$ cat config.mk
export PLATFORM = sky130hd
export DESIGN_NAME = clb_ccff_loader
export DESIGN_NICKNAME = d
export VERILOG_FILES = /design/src/rtl/clb_cfg_pkg.sv /design/src/rtl/ccff_rb_packer.sv /design/src/rtl/clb_ccff_loader.sv
export SDC_FILE = /design/constraint.sdc
export NUM_CORES = 1
export LEC_CHECK = 0
export CORE_ASPECT_RATIO = 0.75
export CORE_MARGIN = 2
export CORE_UTILIZATION = 50
export DETAILED_ROUTE_END_ITERATION = 8
export GPL_ROUTABILITY_DRIVEN = 0
export PLACE_DENSITY = 0.76
export SLEW_MARGIN = 5
export SYNTH_ARGS = -nofsm -noshare
export SYNTH_HDL_FRONTEND = slang
export SYNTH_SLANG_ARGS = --single-unit
$ cat constraint.sdc
create_clock -name prog_clk -period 2 [get_ports prog_clk]
set_clock_uncertainty 0.2 [all_clocks]
set_input_delay 0.5 -clock prog_clk [delete_from_list [all_inputs] [get_ports prog_clk]]
set_output_delay 0.5 -clock prog_clk [all_outputs]
set_load 0.05 [all_outputs]
$ cat src/rtl/clb_cfg_pkg.sv
// clb_cfg_pkg: shared state encoding and default chain breakdown for tile config loaders
package clb_cfg_pkg;
  typedef enum logic [1:0] {IDLE, LOAD, SHIFT, DONE} state_t;
  localparam int LUT_BITS = 16;
  localparam int FF_MODE_BITS = 1;
  localparam int MUX_SRAM_BITS = 3;
  localparam int NUM_FLE_IN = 4;
  localparam int CHAIN_LEN_DEF = LUT_BITS + FF_MODE_BITS + NUM_FLE_IN * MUX_SRAM_BITS;
endpackage

$ cat src/rtl/ccff_rb_packer.sv
// ccff_rb_packer: packs serial chain-tail bits MSB-first into words; flush emits a left-aligned partial word
module ccff_rb_packer #(
  parameter int WORD_W = 8
) (
  input  logic              prog_clk,
  input  logic              reset,
  input  logic              bit_in,
  input  logic              en,
  input  logic              flush,
  input  logic              clr,
  output logic [WORD_W-1:0] rb_data,
  output logic              rb_valid
);
  localparam int CW = $clog2(WORD_W + 1);
  logic [CW-1:0] cnt_q, cnt_d;
  logic [WORD_W-1:0] sh_q, sh_d, sh_n, rb_data_q, rb_data_d;
  logic rb_valid_q, rb_valid_d, emit;
  always_comb begin
    sh_n = sh_q;
    for (int i = 0; i < WORD_W; i++) if (int'(cnt_q) == WORD_W - 1 - i) sh_n[i] = bit_in;
    emit = en && !clr && (flush || cnt_q == CW'(WORD_W - 1));
    cnt_d = (clr || emit) ? '0 : en ? cnt_q + 1'b1 : cnt_q;
    sh_d = (clr || emit) ? '0 : en ? sh_n : sh_q;
    rb_data_d = emit ? sh_n : rb_data_q;
    rb_valid_d = emit;
  end
  always_ff @(posedge prog_clk) begin
    if (!reset) begin
      cnt_q <= '0;
      sh_q <= '0;
      rb_data_q <= '0;
      rb_valid_q <= 1'b0;
    end else begin
      cnt_q <= cnt_d;
      sh_q <= sh_d;
      rb_data_q <= rb_data_d;
      rb_valid_q <= rb_valid_d;
    end
  end
  assign rb_data = rb_data_q;
  assign rb_valid = rb_valid_q;
endmodule

$ cat src/rtl/clb_ccff_loader.sv
// clb_ccff_loader: serializes bitstream words onto a tile config chain and captures the old contents as readback
module clb_ccff_loader
  import clb_cfg_pkg::*;
#(
  parameter int WORD_W = 8,
  parameter int CHAIN_LEN = CHAIN_LEN_DEF,
  parameter int CNT_W = $clog2(CHAIN_LEN + 1)
) (
  input  logic              prog_clk,
  input  logic              reset,
  input  logic              start,
  input  logic              abort,
  input  logic [WORD_W-1:0] cfg_data,
  input  logic              cfg_valid,
  output logic              cfg_ready,
  output logic              ccff_head,
  output logic              chain_en,
  input  logic              ccff_tail,
  output logic [WORD_W-1:0] rb_data,
  output logic              rb_valid,
  output logic              busy,
  output logic              done,
  output logic              aborted
);
  localparam int WL_W = $clog2(WORD_W + 1);
  state_t state_q, state_d;
  logic [WORD_W-1:0] sreg_q, sreg_d;
  logic [CNT_W-1:0] bit_cnt_q, bit_cnt_d;
  logic [WL_W-1:0] word_left_q, word_left_d;
  logic aborted_q, aborted_d, rb_clr, in_run, last_bit;
  int rem;
  always_comb begin
    in_run = state_q == LOAD || state_q == SHIFT;
    rem = CHAIN_LEN - int'(bit_cnt_q);
    last_bit = bit_cnt_q == CNT_W'(CHAIN_LEN - 1);
    state_d = state_q;
    sreg_d = sreg_q;
    bit_cnt_d = bit_cnt_q;
    word_left_d = word_left_q;
    aborted_d = in_run && abort;
    rb_clr = aborted_d;
    case (state_q)
      IDLE: if (start) begin
        state_d = LOAD;
        bit_cnt_d = '0;
        rb_clr = 1'b1;
      end
      LOAD: if (abort) state_d = IDLE;
        else if (cfg_valid) begin
          sreg_d = cfg_data;
          word_left_d = WL_W'(rem > WORD_W ? WORD_W : rem);
          state_d = SHIFT;
        end
      SHIFT: if (abort) state_d = IDLE;
        else begin
          sreg_d = sreg_q << 1;
          bit_cnt_d = bit_cnt_q + 1'b1;
          word_left_d = word_left_q - 1'b1;
          if (word_left_q == WL_W'(1)) state_d = last_bit ? DONE : LOAD;
        end
      default: state_d = IDLE;
    endcase
  end
  always_ff @(posedge prog_clk) begin
    if (!reset) begin
      state_q <= IDLE;
      sreg_q <= '0;
      bit_cnt_q <= '0;
      word_left_q <= '0;
      aborted_q <= 1'b0;
    end else begin
      state_q <= state_d;
      sreg_q <= sreg_d;
      bit_cnt_q <= bit_cnt_d;
      word_left_q <= word_left_d;
      aborted_q <= aborted_d;
    end
  end
  // abort gates the handshake and the shift enable in the same cycle so nothing moves on the abort edge
  assign cfg_ready = state_q == LOAD && !abort;
  assign chain_en = state_q == SHIFT && !abort;
  assign ccff_head = state_q == SHIFT && sreg_q[WORD_W-1];
  assign busy = in_run;
  assign done = state_q == DONE;
  assign aborted = aborted_q;
  ccff_rb_packer #(.WORD_W(WORD_W)) u_rb (
    .prog_clk(prog_clk),
    .reset(reset),
    .bit_in(ccff_tail),
    .en(chain_en),
    .flush(chain_en && last_bit),
    .clr(rb_clr),
    .rb_data(rb_data),
    .rb_valid(rb_valid)
  );
endmodule
# Yosys cells after proc, flatten, opt, wreduce, memory -nomap -nowiden
# Cells that the tools add are included.
classes:
  addsub: 4
  order_cmp: 1
  bitwise_logic: 1
  mux: 29
  n_reduce_logical: 20
  eq_ne: 19
op_table:
  columns: ["operator", "n"]
  rows:
  - ["8-bit 2-to-1 mux", 3]
  - ["4-bit equality test, second input constant", 4]
  - ["4-bit 2-to-1 mux", 4]
  - ["8-bit case mux with 2 select lines", 1]
  - ["4-bit by 3-bit equality test with 1-bit output, second input constant", 3]
  - ["2-bit 2-to-1 mux", 6]
  - ["1-bit 2-to-1 mux", 10]
  - ["5-bit 2-to-1 mux", 2]
  - ["5-bit case mux with 2 select lines", 1]
  - ["2-bit != test, second input constant", 4]
  - ["4-bit case mux with 2 select lines", 1]
  - ["1-bit logical AND", 7]
  - ["6-bit by 5-bit > comparator with 1-bit output, second input constant", 1]
  - ["2-bit case mux with 3 select lines", 1]
  - ["3-bit AND reduction", 2]
  - ["5-bit by 5-bit subtractor with 6-bit output, first input constant", 1]
  - ["5-bit by 1-bit adder with 5-bit output, second input constant", 1]
  - ["5-bit equality test, second input constant", 1]
  - ["4-bit by 1-bit adder with 4-bit output, second input constant", 1]
  - ["2-bit equality test, second input constant", 2]
  - ["4-bit by 1-bit equality test with 1-bit output, second input constant", 1]
  - ["4-bit by 2-bit equality test with 1-bit output, second input constant", 1]
  - ["4-bit logical NOT", 1]
  - ["4-bit AND reduction", 1]
  - ["other kinds (10)", 14]
word_totals:
  wordCells: 83
  register_bits: 41
  in_bits: 14
  out_inout_bits: 15

# Logic depth before layout (Yosys ltp)
# Gate-level depths: netlist of the first run.
depth:
  depth_word: 10
  ltp_mapped: 9

# By module
# A second synthesis of the first run with hierarchy kept.
unflattened:
  hier_cells: 273
  hier_area_um2: 2565.0
modules_own_cells:
  columns: ["module", "cells_per_inst", "area_per_inst_um2", "n_inst", "seq_area_each_um2"]
  rows:
  - ["clb_ccff_loader", 155, 1341.3, 1, 400.4]
  - ["ccff_rb_packer", 118, 1223.7, 1, 420.4]

# Worst setup path after synthesis of the first run
# OpenSTA, ideal clock, no wires.
synth_path:
  kind: "register -> output"
  startpoint: "reg state_q[0]"
  endpoint: "out ccff_head"
  slack_ns: -0.227
  arrival_ns: 1.527
  path_buffers: 2
  required_time_ns: 1.300
  stages_incl_launch_ff: 6
  path_cell_list: "dfxtp_1 -> inv_1 -> ha_1 -> buf_2 -> buf_2 -> and2_1"
synth_via:
  elab_chain_len: 2
synth_lines:
  columns: ["element", "line", "source"]
  rows:
  - ["start, declared", "clb_ccff_loader.sv:26", "state_t state_q, state_d;"]
  - ["start signal, assigned", "clb_ccff_loader.sv:72", "state_q <= state_d;"]
  - ["2-bit equality test", "clb_ccff_loader.sv:82", "assign ccff_head = state_q == SHIFT && sreg_q[WORD_W-1];"]
  - ["1-bit logical AND", "clb_ccff_loader.sv:82", null]
  - ["end, declared", "clb_ccff_loader.sv:16", "output logic ccff_head,"]
# No other way between the ends.

# Worst setup path after layout of the first run
layout_path:
  startpoint: "reg state_q[0]"
  endpoint: "out chain_en"
layout_via:
  elab_chain_len: 2
layout_lines:
  columns: ["element", "line", "source"]
  rows:
  - ["2-bit equality test", "clb_ccff_loader.sv:81", "assign chain_en = state_q == SHIFT && !abort;"]
  - ["1-bit logical AND", "clb_ccff_loader.sv:81", null]
  - ["end, declared", "clb_ccff_loader.sv:17", "output logic chain_en,"]
# No other way between the ends.

==> results of run 1 <==
-- metrics by stage --
step | hold slack, ps | worst slack (ps) | total power [mW] | util (%) | setup TNS (ps)
2_1_floorplan | 208 | -33.9 | 1.12 | - | -33.9
3_3_place_gp | 216 | -249 | 1.28 | 63.0 | -6810
3_5_place_dp | 219 | -294 | 1.29 | 63.0 | -7100
4_1_cts | 232 | -6.84 | 1.99 | 66.9 | -6.84
5_1_grt | 279 | -58.4 | 2.09 | 67.7 | -108
6_report | 230 | -7.81 | 2.00 | 67.7 | -7.81
-- final cells by class --
cell class                      count  area, um^2
Clock buffer                        5        68.8
Fill cell                         361        1440
Inverter                           13        48.8
Tap cell                           57        71.3
Multi-Input combinational cell    193        1420
Timing Repair Buffer               56         547
Clock inverter                      3        46.3
Sequential cell                    41         825
-- cell usage after synthesis, types with 5 or more instances --
cell,n,share of area [%]
sky130_fd_sc_hd__a21oi_1,10,2.2
sky130_fd_sc_hd__and2_1,5,1.3
sky130_fd_sc_hd__buf_2,5,1.1
sky130_fd_sc_hd__clkbuf_1,8,1.3
sky130_fd_sc_hd__dfxtp_1,41,35
sky130_fd_sc_hd__ha_1,15,8.1
sky130_fd_sc_hd__inv_1,13,2.1
sky130_fd_sc_hd__mux2i_1,19,8.2
sky130_fd_sc_hd__nand2_1,40,6.5
sky130_fd_sc_hd__nand3_1,9,1.9
sky130_fd_sc_hd__nand3b_1,5,1.6
sky130_fd_sc_hd__nor2_1,14,2.3
sky130_fd_sc_hd__nor2b_1,5,1.3
sky130_fd_sc_hd__nor3b_1,5,1.6
sky130_fd_sc_hd__o211a_1,15,6.5
sky130_fd_sc_hd__o21ai_0,8,1.7
sky130_fd_sc_hd__xor2_1,6,2.3
-- worst min-delay path, stage by stage, from the launching register on --
cell and delay, ps:
sky130_fd_sc_hd__dfxtp_1 320, sky130_fd_sc_hd__inv_1 50, sky130_fd_sc_hd__nor2_1 30
-- report_power, final --
group          leakage (nW)  internal (mW)  switching [mW]
clock network        0.0543          0.374           0.308
registers             0.333          0.848          0.0233
logic                 0.982          0.217           0.231
-- logic make-up after synthesis --
group                      share of synthesized area (%)
xor gates and xnor gates                            2.65
and+or+nand+nor                                     21.5
adders and majority gates                           8.10
AOI/OAI and AO/OA                                   17.7
DFF                                                 35.4
muxes                                               8.69
buffers and inverters                               5.94
-- worst min path at each step --
| stage | from | end | slack, ps | depth (start not counted) |
|---|---|---|---|---|
| CTS | u_rb.sh_q[0] | u_rb.sh_q[0] | 230 | 2 |
| floorplan | u_rb.sh_q[0] | u_rb.sh_q[0] | 210 | 2 |
| detailed placement | u_rb.sh_q[0] | u_rb.sh_q[0] | 220 | 2 |
| global placement | u_rb.sh_q[0] | u_rb.sh_q[0] | 220 | 2 |
| global route | u_rb.sh_q[3] | u_rb.sh_q[3] | 280 | 2 |
| finish | u_rb.sh_q[0] | u_rb.sh_q[0] | 230 | 2 |
-- registers in the layout (all words and copies together), names as in the netlist --
signal,flops
u_rb.rb_valid,1
word_left_q,4
u_rb.cnt_q,4
bit_cnt_q,5
state_q,2
u_rb.rb_data,8
sreg_q,8
aborted,1
u_rb.sh_q,8
-- what timing repair did --
item | CTS | global route
hold endpoints to repair | 0 | 0
pin swaps | 1 | 3
setup buffers | 3 | 1
gates resized for setup | 12 | 9
setup endpoints to repair | 3 | 18
cloned | 0 | 0
-- layer usage --
metal | wire length [um] | up-vias | GRT usage [%]
met5 | 0 | - | 0
met2 | 2380 | 55 | 32.4
met1 | 2590 | 968 | 30.2
met3 | 354 | 10 | 7.80
li1 | - | 1021 | -
met4 | 59 | 0 | 5.94
==> results.txt, run 1 <==
After routing the design area is a little over 3000 um^2. The worst pin sits at a relative slew slack of a little over two thirds. The core region is about 4500 um^2. The library cell used most frequently in the layout, excluding fill and tap cells, is sky130_fd_sc_hd__nand2_1. The flow ran to the end, but the final reports show violations.

Once the floorplan was initialized, standard cells occupied 51.9% of the core. The reported max-cap violation count is 0. The floorplan has 21 rows. In this run the number of cells on the critical path is 5. For this run, asynchronously set or reset flops after synthesis account for 0%.

The first global-routing pass estimated 8780 um of wire. The clock-pin slew on the worst setup and hold paths came out at 80 ps. Based on the critical path, the design can be clocked at up to 498 MHz. Among all stages on the critical path, the largest delay is contributed by sky130_fd_sc_hd__dfxtp_2. The dominant synthesized flop cell is sky130_fd_sc_hd__dfxtp_1. The average size of a mapped cell came out at 8.81 um^2. STA classifies the critical path endpoint as a primary output. The maximum vdd drop came out at between 0.0004 and 0.0005 V.

The top cell types in the final layout, fill and taps aside, are sky130_fd_sc_hd__nand2_1 (40), sky130_fd_sc_hd__dfxtp_1 (38), sky130_fd_sc_hd__buf_4 (33), sky130_fd_sc_hd__mux2i_1 (18), sky130_fd_sc_hd__o211a_1 (15). Clock latency on the worst-skew pair, taken at its later pin, is 290 ps. The number of register bits inferred by synthesis came out at ~40. The power per unit of standard cell area came out at 661 nW/um^2. The count of non-filler cells in the finished layout is 368. The cell area that synthesis handed to floorplanning was 2320 um^2. Counting along the longest clock path gives a buffer depth of 2. The cell sitting at the root of the clock tree is a sky130_fd_sc_hd__clkbuf_8. The critical path is of the flop to primary output type.

The half-perimeter wire length after detailed placement is 3730 um. The count of different cell masters after synthesis came out at 43. The per-cell via count in the routed design came out at 5.58. Port buffering added 28 buffers. The endpoint identified for the worst register-to-register timing path is word_left_q[0]. The number of flops mapped to enable cells by yosys is 0. The fraction of the cycle the final worst path needs is 100%. The arrival time of data at the critical path endpoint is 1310 ps. The worst setup path is launched from a flop. The number of iterations in the first detailed-routing pass is 4. The cell family contributing the most delay on the critical path is flip-flops. The last element of the critical path is chain_en. The number of routed nets with antenna violations is 0. The total setup violations reported at the end of the flow came out at 1. The number of endpoints with negative hold slack in the final report is 0. After global routing the overflow that remains totals 0. The worst register-to-register path begins at state_q[0]. The clock sink count is 41.

The slew of the pin with the lowest slew margin is 443 ps. The net count after synthesis came out at 292. The leakage power came out at approximately 1.4 nW.

The total die area came out at 5200 um^2. The path class of the tightest hold or removal check is flop to flop. The number of placed instances with taps included came out at 356. The peak per-stage delay on the critical path came out at roughly 340 ps. The die is slightly above 80 um wide. The synthesized instance count is 263. The global router's overall resource usage is approximately 22%.

The data required time of the worst path came out at approximately 1300 ps. The number of antenna violations at the first check in global routing is 0. The maximum fanout along the worst path came out at 6. The area of placed instances came out at 2820 um^2. The count of pins over their slew limit is 0. The average wire per standard cell came out at 14.6 um. The final critical-path setup slack came out at -7.81 ps. The first routing iteration left 177 violations. The critical path starts at state_q[0]. The net count of the finished layout is 339. The worst-case reg-to-reg path depth is 8. The checks that failed: setup timing. The area added between synthesis and finish is 30.6%. Entering global routing, the biggest net connects 21 pins. The worst reg-to-reg setup slack came out at 60 ps. The fraction of final layout cells with drive strength greater than 1 is 21.9%. The total buffers and inverters traversed by the critical path is 3. The number of design rule violations left after detail routing is 0. Setup repair after global routing could not meet its margin everywhere. The H-tree was split into 2 levels. The number of buffers inserted by hold repair at cts is 0. Walking the worst path, the cells encountered are inv_2 -> ha_4 -> nor2b_4 -> buf_6 -> buf_12. Counting I/O delays and the setup requirement, the final critical path takes about 2000 ps. After detailed routing, the total wire length is 5390 um.

The detailed-route via count came out at about 2000. The via count of the first global-routing pass is ~1800. The number of top-level pins is 29.

The number of warning messages in the yosys log is 0. The number of antenna diodes in the final layout is 0. The TritonCTS clock tree is yes. Sequential cells were found to cover 35.4% of the synthesized design area. The CTS buffer count came out at 5. The overall die height came out at 63.0 um.
No activity file was read; power rests on OpenSTA's default activity.
==> run 2: changes to the inputs <==
Settings changed: PLACE_DENSITY 0.76 to not set, PLACE_DENSITY_LB_ADDON set to 0.3.
==> run 2 against run 1 <==
Effect of this change:
- highest routed layer unchanged
- the run now ends clean
- largest cell class unchanged
- die area unchanged
- final cell count up 0.54%
- clock power rose by 0.6%
- fmax up 0.97%
==> results.txt, run 2 (synthesis gave the netlist of run 1 again) <==
The most common library cell in the layout ignoring fill and taps is sky130_fd_sc_hd__nand2_1 (unchanged). The top achievable clock speed came out at 503 MHz (was 498 MHz). The average wire per standard cell came out at 13.9 um (was 14.6 um). The total length of routed wires came out at 5160 um (was 5390 um). The area added between synthesis and finish is 31.2% (was 30.6%). The half-perimeter wire length after detailed placement is 3660 um (was 3730 um).

The number of endpoints with negative hold slack in the final report came to 0 (unchanged). The worst min-delay path startpoint is u_rb.sh_q[0] (unchanged). The per-cell via count in the routed design came out at 5.48 (was 5.58). The endpoint class of the critical path is a primary output (unchanged).

The core area is 4470 um^2 (unchanged). The class of the most critical setup path was flop to primary output (unchanged). The overall overflow remaining after global route was 0 (unchanged). The beginning of the worst register-to-register path is state_q[0] (unchanged). The buffer levels on the longest clock path is 2 (unchanged).

The filler cell count came out at 363 (was 361). The antenna diode instance count is 0 (unchanged). The final critical-path required period is 1990 ps (was 2010 ps).

The TritonCTS clock tree is yes (unchanged). The overall power came to 1.98 mW (was 2.00 mW). The CTS buffer count is 5 (unchanged).

The worst-case reg-to-reg path depth is 9 (was 8). The core occupancy in the finished layout came out at 68.0% (was 67.7%). The setup slack after placement is -259 ps (was -294 ps).

The data required time of the worst path came out at 1300 ps (about the same). The starting DRC count in detailed routing is 105 (was 177). The clock sink count came out at 41 (unchanged).

The number of buffer cells added on primary ports came out at 28 (unchanged). The via count of the first global-routing pass came out at 1971 (was 1842). The total setup violations reported at the end of the flow is 0 (was 1). The number of stages on the worst hold path came out at 2 (unchanged). The global router's overall resource usage came out at 22.3% (was 21.9%).

The row count is 21 (unchanged). The initial core utilization came out at 51.9% (unchanged). The overall die height is 63.0 um (unchanged). The pin count of the biggest net entering global routing is 33 (was 21). The reported max-cap violation count is 0 (unchanged).

The die boundary width is 82.6 um (unchanged). The slew of the pin with the lowest slew margin is 399 ps (was 443 ps). The insertion delay to the later sink of the worst-skew pair was 310 ps (was 290 ps). Status: finished clean (was finished with violations). The sort of element at the start of the critical path was a flop (unchanged). The wire length of the first global-routing pass came out at 8890 um (was 8780 um). The worst reg-to-reg setup slack came out at 80 ps (was 60 ps). The number of iterations in the first detailed-routing pass is 4 (unchanged). The maximum vdd drop is 0.000717 V (was 0.000411 V). The launch point of the worst path is state_q[0] (unchanged).

The total number of nets in the final design came out at 341 (was 339). The number of routed nets with antenna violations came to 0 (unchanged). The total number of H-tree levels was 2 (unchanged). The maximum fanout along the worst path is 4 (was 6).

The endpoint of the worst-slack reg-to-reg timing path is word_left_q[1] (was word_left_q[0]). The kind of path behind the tightest hold check is flop to flop (unchanged). The count of pins over their slew limit came out at 0 (unchanged).

The end point of the most critical hold path is u_rb.sh_q[0] (unchanged). The buffer type at the clock tree root is sky130_fd_sc_hd__clkbuf_8 (unchanged). The number of top-level pins is 29 (unchanged).

The leakage power is 1.38 nW (was 1.37 nW). The total die area is 5200 um^2 (unchanged). The number of antenna violations at the first check in global routing is 0 (unchanged). The final critical-path setup slack is 11.4 ps (was -7.81 ps). RSZ-0062 raised after global routing: true (unchanged). Leading cell types in the layout, fill and taps excluded: sky130_fd_sc_hd__nand2_1 (40), sky130_fd_sc_hd__dfxtp_1 (37), sky130_fd_sc_hd__buf_4 (35), sky130_fd_sc_hd__mux2i_1 (19), sky130_fd_sc_hd__o211a_1 (15) (was sky130_fd_sc_hd__nand2_1 (40), sky130_fd_sc_hd__dfxtp_1 (38), sky130_fd_sc_hd__buf_4 (33), sky130_fd_sc_hd__mux2i_1 (18), sky130_fd_sc_hd__o211a_1 (15)). The number of design rule violations left after detail routing is 0 (unchanged).

The detailed-route via count was 2027 (was 2054). The worst relative slew slack came out at 73.4% (was 70.4%). The power per unit of standard cell area came out at 652 nW/um^2 (was 661 nW/um^2). The clock-pin slew on the worst setup and hold paths came out at 90 ps (was 80 ps). The fraction of the cycle the final worst path needs came out at 99.4% (was 100%). The fraction of final layout cells with drive strength greater than 1 came out at 22.4% (was 21.9%). The arrival time of data at the critical path endpoint is 1290 ps (was 1310 ps).
run 2: power breakdown:
group          switching, mW  leakage (nW)  internal, mW
Combinational          0.213         0.989         0.208
Clock                  0.313        0.0543         0.374
Sequential            0.0252         0.333         0.849
Total                  0.551          1.38          1.43
run 2: critical path: stages, from the launching register on:
cell and delay, ps:
sky130_fd_sc_hd__dfxtp_2 360, sky130_fd_sc_hd__inv_2 60, sky130_fd_sc_hd__ha_4 170, sky130_fd_sc_hd__buf_12 120, sky130_fd_sc_hd__and2_4 130, sky130_fd_sc_hd__buf_12 140
run 2: per-stage QoR:
step	cells	instance area, um^2	hold WS, ps	TNS, ps
2_1_floorplan	263	2320	208	-33.9
3_3_place_gp	358	2840	220	-5540
3_5_place_dp	358	2840	231	-6440
4_1_cts	369	3010	244	-8.00
5_1_grt	370	3040	272	-143
6_report	370	3040	247	0
run 2: timing repair:
item / CTS / global route
pin swaps: 2 / 1
setup buffers: 3 / 1
setup endpoints to repair: 3 / 21
resized for setup: 10 / 8
hold buffers: 0 / 0
hold endpoints to repair: 0 / 0
run 2: cell type report:
cell class                      count  area [um^2]  share of cell area [%]
Timing Repair Buffer               58          574                    18.9
Tap cell                           57         71.3                    2.35
Multi-Input combinational cell    193         1400                    46.2
Clock inverter                      3         46.3                    1.52
Inverter                           13         48.8                    1.61
Clock buffer                        5         68.8                    2.26
Sequential cell                    41          826                    27.2
run 2: metal layers:
layer | vias up | GRT usage [%] | share of wire, % | wire length (um)
met4 | 0 | 6.15 | 0.89 | 46
met1 | 945 | 32.5 | 52 | 2670
li1 | 1022 | - | - | -
met2 | 55 | 32.1 | 41 | 2130
met3 | 5 | 6.50 | 6.2 | 321
met5 | - | 0 | 0 | 0
run 2: worst max-delay path by stage:
stage	to	depth (start not counted)
4_1_cts	chain_en	5
2_1_floorplan	ccff_head	5
3_3_place_gp	cfg_ready	4
3_5_place_dp	u_rb.rb_data[0]	5
6_report	ccff_head	5
5_1_grt	ccff_head	5
==> run 3: changes to the inputs <==
Settings changed: CORE_UTILIZATION 50 to 25.
==> run 3 against run 2 <==
Effect of this change:
- clock-buffer cell count increased by 1
- utilization decreased by 32 points
- total power rose by 8.9%
==> results.txt, run 3 (synthesis gave the netlist of run 1 again) <==
The initial core utilization was 25.6% (was 51.9%). The reported max-cap violation count is 0 (unchanged). The overall overflow remaining after global route came out at 0 (unchanged).

The overall power came out at 2.16 mW (was 1.98 mW). The top achievable clock speed is 512 MHz (was 503 MHz). The fraction of final layout cells with drive strength greater than 1 came to 23.4% (was 22.4%).

The most common library cell in the layout ignoring fill and taps is sky130_fd_sc_hd__buf_4 (was sky130_fd_sc_hd__nand2_1). The class of the most critical setup path is flop to primary output (unchanged). The TritonCTS clock tree was yes (unchanged).

The number of routed nets with antenna violations came out at 0 (unchanged). The total buffers and inverters traversed by the critical path was 3 (unchanged). The area of placed instances came out at 2960 um^2 (was 2840 um^2). The launch point of the worst path is state_q[0] (unchanged).

The final critical-path required period is 1950 ps (was 1990 ps). The endpoint of the worst-slack reg-to-reg timing path is u_rb.rb_data[3] (was word_left_q[1]). The worst hold slack came to 228 ps (was 247 ps). The number of top-level pins is 29 (unchanged). The master of the slowest instance on the critical path is sky130_fd_sc_hd__dfxtp_2 (unchanged). The number of buffer cells added on primary ports is 28 (unchanged).

The total length of routed wires came to 5830 um (was 5160 um). The total number of H-tree levels came out at 2 (unchanged). The total die area came to 10100 um^2 (was 5200 um^2). The power per unit of standard cell area came out at 668 nW/um^2 (was 652 nW/um^2). The maximum vdd drop was 0.000275 V (was 0.000717 V). The number of endpoints with negative hold slack in the final report came out at 0 (unchanged). The detailed-route via count is 2081 (was 2027).

The count of pins over their slew limit is 0 (unchanged). The number of antenna violations at the first check in global routing came to 0 (unchanged). The clock-pin slew on the worst setup and hold paths came out at 60 ps (was 90 ps). The cell area after layout is 3230 um^2 (was 3040 um^2).

The busiest metal layer after global routing is met2 (was met1). The buffer levels on the longest clock path is 2 (unchanged). The starting DRC count in detailed routing came out at 90 (was 105). The pin count of the biggest net entering global routing was 23 (was 33).

The number of placed instances with taps included came out at 433 (was 358). The via count of the first global-routing pass came to 1990 (was 1971). The antenna diode instance count is 0 (unchanged).

The met2 capacity usage during global routing came out at 18.2% (was 32.1%). The overall die height is 87.4 um (was 63.0 um). The global-route met1 utilization is 17.9% (was 32.5%).

The leakage power is 1.42 nW (was 1.38 nW). The final critical-path setup slack was 45.6 ps (was 11.4 ps). The per-cell via count in the routed design came to 4.65 (was 5.48). The slew of the pin with the lowest slew margin is 360 ps (was 399 ps). The worst-case reg-to-reg path depth came out at 6 (was 9). The wire length of the first global-routing pass was 9820 um (was 8890 um). The last element of the critical path was ccff_head (unchanged). The number of iterations in the first detailed-routing pass came out at 4 (unchanged). The number of buffers inserted by hold repair at cts is 0 (unchanged). The arrival time of data at the critical path endpoint came to 1250 ps (was 1290 ps). The sum of negative setup slack came out at 0 ps (unchanged).

The number of design rule violations left after detail routing came out at 0 (unchanged). The filler cell count is 910 (was 363). The total number of nets in the final design is 348 (was 341).

The global router's overall resource usage came out at 12.4% (was 22.3%). The beginning of the worst register-to-register path was bit_cnt_q[1] (was state_q[0]). The met3 track demand over resource in global routing is 3.13% (was 6.50%). The maximum fanout along the worst path is 9 (was 4).

The insertion delay to the later sink of the worst-skew pair is 290 ps (was 310 ps). The core area is 9050 um^2 (was 4470 um^2). The data required time of the worst path came out at 1300 ps (about the same). The sort of element at the start of the critical path was a flop (unchanged). The fraction of the cycle the final worst path needs was 97.7% (was 99.4%).

The row count came out at 30 (was 21). The kind of path behind the tightest hold check is flop to flop (unchanged). The cell count along the critical path is 5 (unchanged). The core occupancy in the finished layout came to 35.7% (was 68.0%). The count of non-filler cells in the finished layout was 448 (was 370).

The CTS buffer count came to 5 (unchanged). The average wire per standard cell is 13.0 um (was 13.9 um). The peak per-stage delay on the critical path is 330 ps (was 360 ps). The worst reg-to-reg setup slack came to 120 ps (was 80 ps). The area added between synthesis and finish is 39.3% (was 31.2%). Status: finished clean (unchanged).

The die boundary width was 115 um (was 82.6 um). The buffer type at the clock tree root is sky130_fd_sc_hd__clkbuf_16 (was sky130_fd_sc_hd__clkbuf_8). RSZ-0062 raised after global routing: true (unchanged).

The area taken by multi-input logic gates is 1420 um^2 (was 1400 um^2). The clock sink count is 41 (unchanged). The half-perimeter wire length after detailed placement was 4140 um (was 3660 um). Cell-by-cell trace of the critical path: inv_2 -> ha_4 -> buf_8 -> and2_4 -> buf_12 (was inv_2 -> ha_4 -> buf_12 -> and2_4 -> buf_12). The worst relative slew slack is 75.9% (was 73.4%). The endpoint class of the critical path was a primary output (unchanged). The total setup violations reported at the end of the flow is 0 (unchanged). The family with the most delay on the worst path is flip-flops (unchanged). Leading cell types in the layout, fill and taps excluded: sky130_fd_sc_hd__buf_4 (42), sky130_fd_sc_hd__nand2_1 (40), sky130_fd_sc_hd__dfxtp_1 (39), sky130_fd_sc_hd__mux2i_1 (19), sky130_fd_sc_hd__o211a_1 (15) (was sky130_fd_sc_hd__nand2_1 (40), sky130_fd_sc_hd__dfxtp_1 (37), sky130_fd_sc_hd__buf_4 (35), sky130_fd_sc_hd__mux2i_1 (19), sky130_fd_sc_hd__o211a_1 (15)). The area taken by flip-flops and latches is 826 um^2 (unchanged). The setup slack after placement is -330 ps (was -259 ps). The number of stages on the worst hold path is 2 (unchanged).
-- run 3: how the worst min path moves through the flow --
stage	from	slack (ps)	endpoint
final	u_rb.sh_q[0]	230	u_rb.sh_q[0]
after global placement	u_rb.sh_q[0]	220	u_rb.sh_q[0]
after global routing	u_rb.sh_q[0]	260	u_rb.sh_q[0]
after floorplan	u_rb.sh_q[0]	210	u_rb.sh_q[0]
after detailed placement	u_rb.sh_q[0]	220	u_rb.sh_q[0]
after CTS	u_rb.sh_q[0]	230	u_rb.sh_q[0]
-- run 3: report_power, final --
group / leakage [nW] / total, mW / switching [mW] / internal, mW
Clock: 0.0631 / 0.809 / 0.346 / 0.463
Sequential: 0.332 / 0.871 / 0.0222 / 0.849
Combinational: 1.03 / 0.476 / 0.236 / 0.241
Total: 1.42 / 2.16 / 0.604 / 1.55
-- run 3: cell type report --
type / instances / share of cell area (%)
flip-flops and latches: 41 / 25.6
well taps: 128 / 4.96
clock buffers: 6 / 3.99
multi-input cells: 193 / 43.9
inverters: 13 / 1.51
repair buffers: 65 / 19.6
clock inverters: 2 / 0.465
-- run 3: worst register-to-register path, stage by stage (launching register included) --
cell and delay, ps:
sky130_fd_sc_hd__dfxtp_1 400, sky130_fd_sc_hd__inv_1 90, sky130_fd_sc_hd__ha_1 170, sky130_fd_sc_hd__and4_1 240
sky130_fd_sc_hd__a32o_1 310, sky130_fd_sc_hd__buf_12 160, sky130_fd_sc_hd__o211a_1 200
-- run 3: timing repair --
action                     CTS  global route
pin swaps                    1             1
setup endpoints to repair   14             4
setup buffers                2             5
resized for setup           15             5
-- run 3: layer usage --
metal / vias to the layer above / part of all wire (%)
met5: - / 0
met2: 54 / 41
li1: 1034 / -
met1: 984 / 52
met3: 9 / 5.8
met4: 0 / 1.4
==> RTL edit 1, RTL diff (settings of run 2) <==
Re-encode `state_t` (4 states) as one-hot, 4 bits wide.
--- a/src/rtl/clb_cfg_pkg.sv
+++ b/src/rtl/clb_cfg_pkg.sv
@@ -1,6 +1,6 @@
 // clb_cfg_pkg: shared state encoding and default chain breakdown for tile config loaders
 package clb_cfg_pkg;
-  typedef enum logic [1:0] {IDLE, LOAD, SHIFT, DONE} state_t;
+  typedef enum logic [3:0] {IDLE = 4'b0001, LOAD = 4'b0010, SHIFT = 4'b0100, DONE = 4'b1000} state_t;
   localparam int LUT_BITS = 16;
   localparam int FF_MODE_BITS = 1;
   localparam int MUX_SRAM_BITS = 3;
Function: same outputs for any inputs over 10 cycles, from zero or initial values and one cycle with reset low; not proved beyond that.
==> RTL edit 1 against run 2 <==
  * The run now ends with setup timing left
  * Synthesized area is 0.70% lower
  * Hold slack improved by 0.027 ns
  * Clock power up 1%
  * Final area increased by 7.8%
  * Die area decreased by 0.66%
  * Count of clock-buffer cells in the layout did not move
  * Worst setup slack worse by 0.21 ns
  * Sequential power up 3.0%
  * Routed wire length is 24% higher
  * Sequential cell count grew 2
  * Final cell count grew 7.0%
  * Synthesized cell count is 4.9% higher
  * Power up 0.34%
  * Highest routed layer unchanged
==> RTL edit 1: results (changes against run 2) <==
[outcome]
status = finished with violations
violations = setup timing

[final_layout]
fin_nets = 363  ; +6.5%
multi_input_area_share_pct = 43.6  ; -2.6 points
num-nonclk-inverters = 10  ; -3
seq_share_pct = 26.5  ; -0.70 points

[timing]
setup_viol = 23  ; +23
fin_ws_ns = -0.197  ; -0.208 ns

[setup_path]
worstPathArrival_ns = 1.50  ; +0.21 ns
cp_slowest_stage_delay_ns = 0.56  ; +0.20 ns
slowest_stage = or4b_4
cp_top_family = simple AND/OR/NAND/NOR gates

[synth]
synth_xor_area_share_pct = 3.05  ; +0.40 points
synth_fp_nets = 301  ; +3.1%
synth_common_cells = dfxtp_1, nor2_1, nand2_1
synth_area_leaders = dfxtp_1, nor2_1, nand2_1
yosysUniqueCellTypes = 46  ; +7.0%
muxShareOfSynthArea_pct = 3.92  ; -4.8 points
synth-compound-area-share_pct = 16.8  ; -0.85 points
synthAdderAreaFrac_pct = 5.98  ; -2.1 points
seq_area_frac_synth_pct = 37.4  ; +2.0 points

[detailed_routing]
met3_length_um = 446  ; +39%
vias = 2267  ; +12%
drtIter0Drc = 209  ; +99%
wl_per_cell_um = 16.2  ; +16%

[pwr]
netSwitchingFraction_pct = 27.2  ; -0.62 points
p_leak_uw = 0.00129  ; -6.0%
p_comb_share_pct = 19.8  ; -1.4 points
clkPwrFrac_pct = 35.0  ; +0.4 points

[die]
dieWidth_um = 82.3  ; -0.34%

[placement]
place_area_sq_mm = 0.00291  ; +2.4%
pre_cts_ws_ns = -0.373  ; -0.114 ns

[grt]
use_met1_pct = 38.8  ; +6.3 points
use_met2_pct = 38.2  ; +6.1 points
grt_usage_pct = 25.7  ; +3.4 points
grt_pass1_vias = 2067  ; +4.9%

[clock_tree]
cts_sinks = 43  ; +4.9%
ctsResizeCount = 25  ; +15

==> RTL edit 1: worst paths after layout <==
| check | from | end | slack (ns) | cells past startpoint |
|---|---|---|---|---|
| worst max-delay path | state_q[1] | chain_en | -0.20 | 3 |
| worst min-delay path | u_rb.sh_q[5] | u_rb.rb_data[5] | 0.27 | 2 |
| worst max register to register | state_q[1] | u_rb.cnt_q[3] | -0.13 | 7 |
| worst min register to register | u_rb.sh_q[5] | u_rb.rb_data[5] | 0.27 | 2 |
==> RTL edit 1: through the flow <==
stage	power [uW]	cells	utilization, %	setup TNS (ns)	hold WS [ns]
2_1_floorplan	1090	276	-	-0.294	0.255
3_3_place_gp	1220	375	65.6	-9.07	0.266
3_5_place_dp	1220	375	65.6	-9.45	0.270
4_1_cts	1960	393	72.2	-3.13	0.282
5_1_grt	2050	396	73.8	-3.13	0.309
6_report	1990	396	73.8	-2.35	0.273
==> RTL edit 2, RTL diff (settings of run 2) <==
Made on the original files. `MUX_SRAM_BITS`: 3 -> 6.
--- a/src/rtl/clb_cfg_pkg.sv
+++ b/src/rtl/clb_cfg_pkg.sv
@@ -3,7 +3,7 @@
   typedef enum logic [1:0] {IDLE, LOAD, SHIFT, DONE} state_t;
   localparam int LUT_BITS = 16;
   localparam int FF_MODE_BITS = 1;
-  localparam int MUX_SRAM_BITS = 3;
+  localparam int MUX_SRAM_BITS = 6;
   localparam int NUM_FLE_IN = 4;
   localparam int CHAIN_LEN_DEF = LUT_BITS + FF_MODE_BITS + NUM_FLE_IN * MUX_SRAM_BITS;
 endpackage
Behaviour: same outputs for any inputs over 10 cycles, from zero or initial values and one cycle with reset low; that may be too few to reach the edited logic, so the function may still have changed.
==> RTL edit 2 against run 2 <==
  * Synthesized area increased by 0.22%
  * Die area is 0.21% higher
  * Routed wire length rose by 4.6%
  * Critical path depth stayed put
  * Sequential cell count is 1 higher
  * Sequential share of layout area increased by 0.34 points
  * Final area rose by 1.3%
  * Worst setup slack got worse by 0.0069 ns
  * Power shrank 4.3%
==> RTL edit 2: results (changes against run 2) <==
[clock_tree]
clock_latency_ns = 0.30
cts_max_path_buffers = 2  ; unchanged
cts-root-buf = clkbuf_8
htreeDepth = 2  ; unchanged
cts_buffers = 5  ; unchanged
path_clk_slew_ns = 0.08

[setup_path]
worstPathArrival_ns = 1.30
cp_top_family = flip-flops
slowest_stage = dfxtp_2
cp_slowest_stage_delay_ns = 0.35
crit_fanout = 6  ; +2

[outcome]
status = complete, no violations

[detailed_routing]
top_layer_used = met4
drtIter0Drc = 131  ; +25%
drt_first_pass_iters = 4  ; unchanged
met3_length_um = 293  ; -8.7%
wl_per_cell_um = 13.7  ; -1.5%
wl_met1_um = 2670  ; +0.19%
wl_met2_um = 2360  ; +11%
vias = 2135  ; +5.3%
drt_wl_total_um = 5400  ; +4.6%

[synth]
async_flop_share_pct = 0  ; unchanged
synth_fp_nets = 308  ; +5.5%
synth_warnings = 0  ; unchanged
synth-main-ff-cell = dfxtp_1
yosysUniqueCellTypes = 41  ; -4.7%
syn_inst = 279  ; +6.1%
seq_area_frac_synth_pct = 36.2  ; +0.79 points
synth_area_leaders = dfxtp_1, ha_1, nand2_1
synth_common_cells = nand2_1, dfxtp_1, nand3_1

[pwr]
p_leak_uw = 0.00139  ; +0.93%
p_seq_uw = 885  ; +1%
ir_worst_vdd_uv = 494  ; -31%
power.internal_uw = 1330  ; -7.0%
top_power_group = sequential cells
p_comb_uw = 453  ; +7.6%

[timing]
worst-slew-pin-transition_ns = 0.646  ; +0.247 ns

[final_layout]
final_area_sq_mm = 0.00308  ; +1.3%
diodes = 0  ; unchanged
fin_nets = 364  ; +6.7%
nFillCells = 362  ; -0.28%
drive_above_1_share_pct = 24.7  ; +2.3 points

[grt]
grt_max_degree = 21  ; -36%
use_met1_pct = 30.5  ; -2.0 points
use_met2_pct = 31.7  ; -0.40 points
use_met3_pct = 5.06  ; -1.4 points
antenna_found_initial = 0  ; unchanged
grt_pass1_wl_um = 8720  ; -1.9%
grt_usage_pct = 21.8  ; -0.59 points
grt_pass1_vias = 1921  ; -2.5%

[placement]
dp_hpwl_um = 3860  ; +5.2%
place_area_sq_mm = 0.00287  ; +0.88%
placed_cells = 378  ; +5.6%
io_buffers = 28  ; unchanged

[worst_hold_path]
hold_path_class = flop to flop

[RTL edit 2: worst min-delay path, stage by stage (launching register included)]
cell,delay [ns]
dfxtp_1,0.32
inv_1,0.05
nor2_1,0.03
[RTL edit 2: kinds of logic (layout without fill, tap and decap cells)]
kind of cell               after synthesis  count (layout)  share of synthesized area (%)
and+or+nand+nor                        123             123                           24.9
DFF                                     42              42                           36.2
AOI/OAI and AO/OA                       45              45                           15.3
muxes                                   14              14                           6.03
xor gates and xnor gates                 9               9                           3.39
adders and majority gates               15              15                           8.08
buffers and inverters                   31              88                           6.03
[RTL edit 2: layout make-up]
cell class	count	area share, %
multi-input combinational	206	45.6
sequential	42	27.5
timing repair buffer	65	19.8
clock buffer	6	2.36
tap	57	2.32
inverter	15	1.95
clock inverter	2	0.447
[RTL edit 2: repair_timing]
item | in CTS | in global routing
endpoints found under the setup margin | 5 | 8
endpoints found under the hold margin | 0 | 0
buffers inserted | 3 | 4
pin swaps | 3 | 1
gates resized for setup | 9 | 13
[RTL edit 2: metrics by stage]
stage / total power (uW) / setup slack [ns]
final: 1900 / 0.00453
after CTS: 1900 / -0.00630
after floorplan: 1140 / 0.0159
after global routing: 1980 / -0.0323
after global placement: 1310 / -0.186
after detailed placement: 1320 / -0.199
[RTL edit 2: path summary, 6_finish.rpt]
| path | startpoint | to | slack [ns] | cells past startpoint |
|---|---|---|---|---|
| worst max-delay path | state_q[0] | ccff_head | 0.005 | 5 |
| worst min-delay path | u_rb.sh_q[0] | u_rb.sh_q[0] | 0.23 | 2 |
| worst max register to register | bit_cnt_q[1] | word_left_q[3] | 0.07 | 6 |
| worst min register to register | u_rb.sh_q[0] | u_rb.sh_q[0] | 0.23 | 2 |
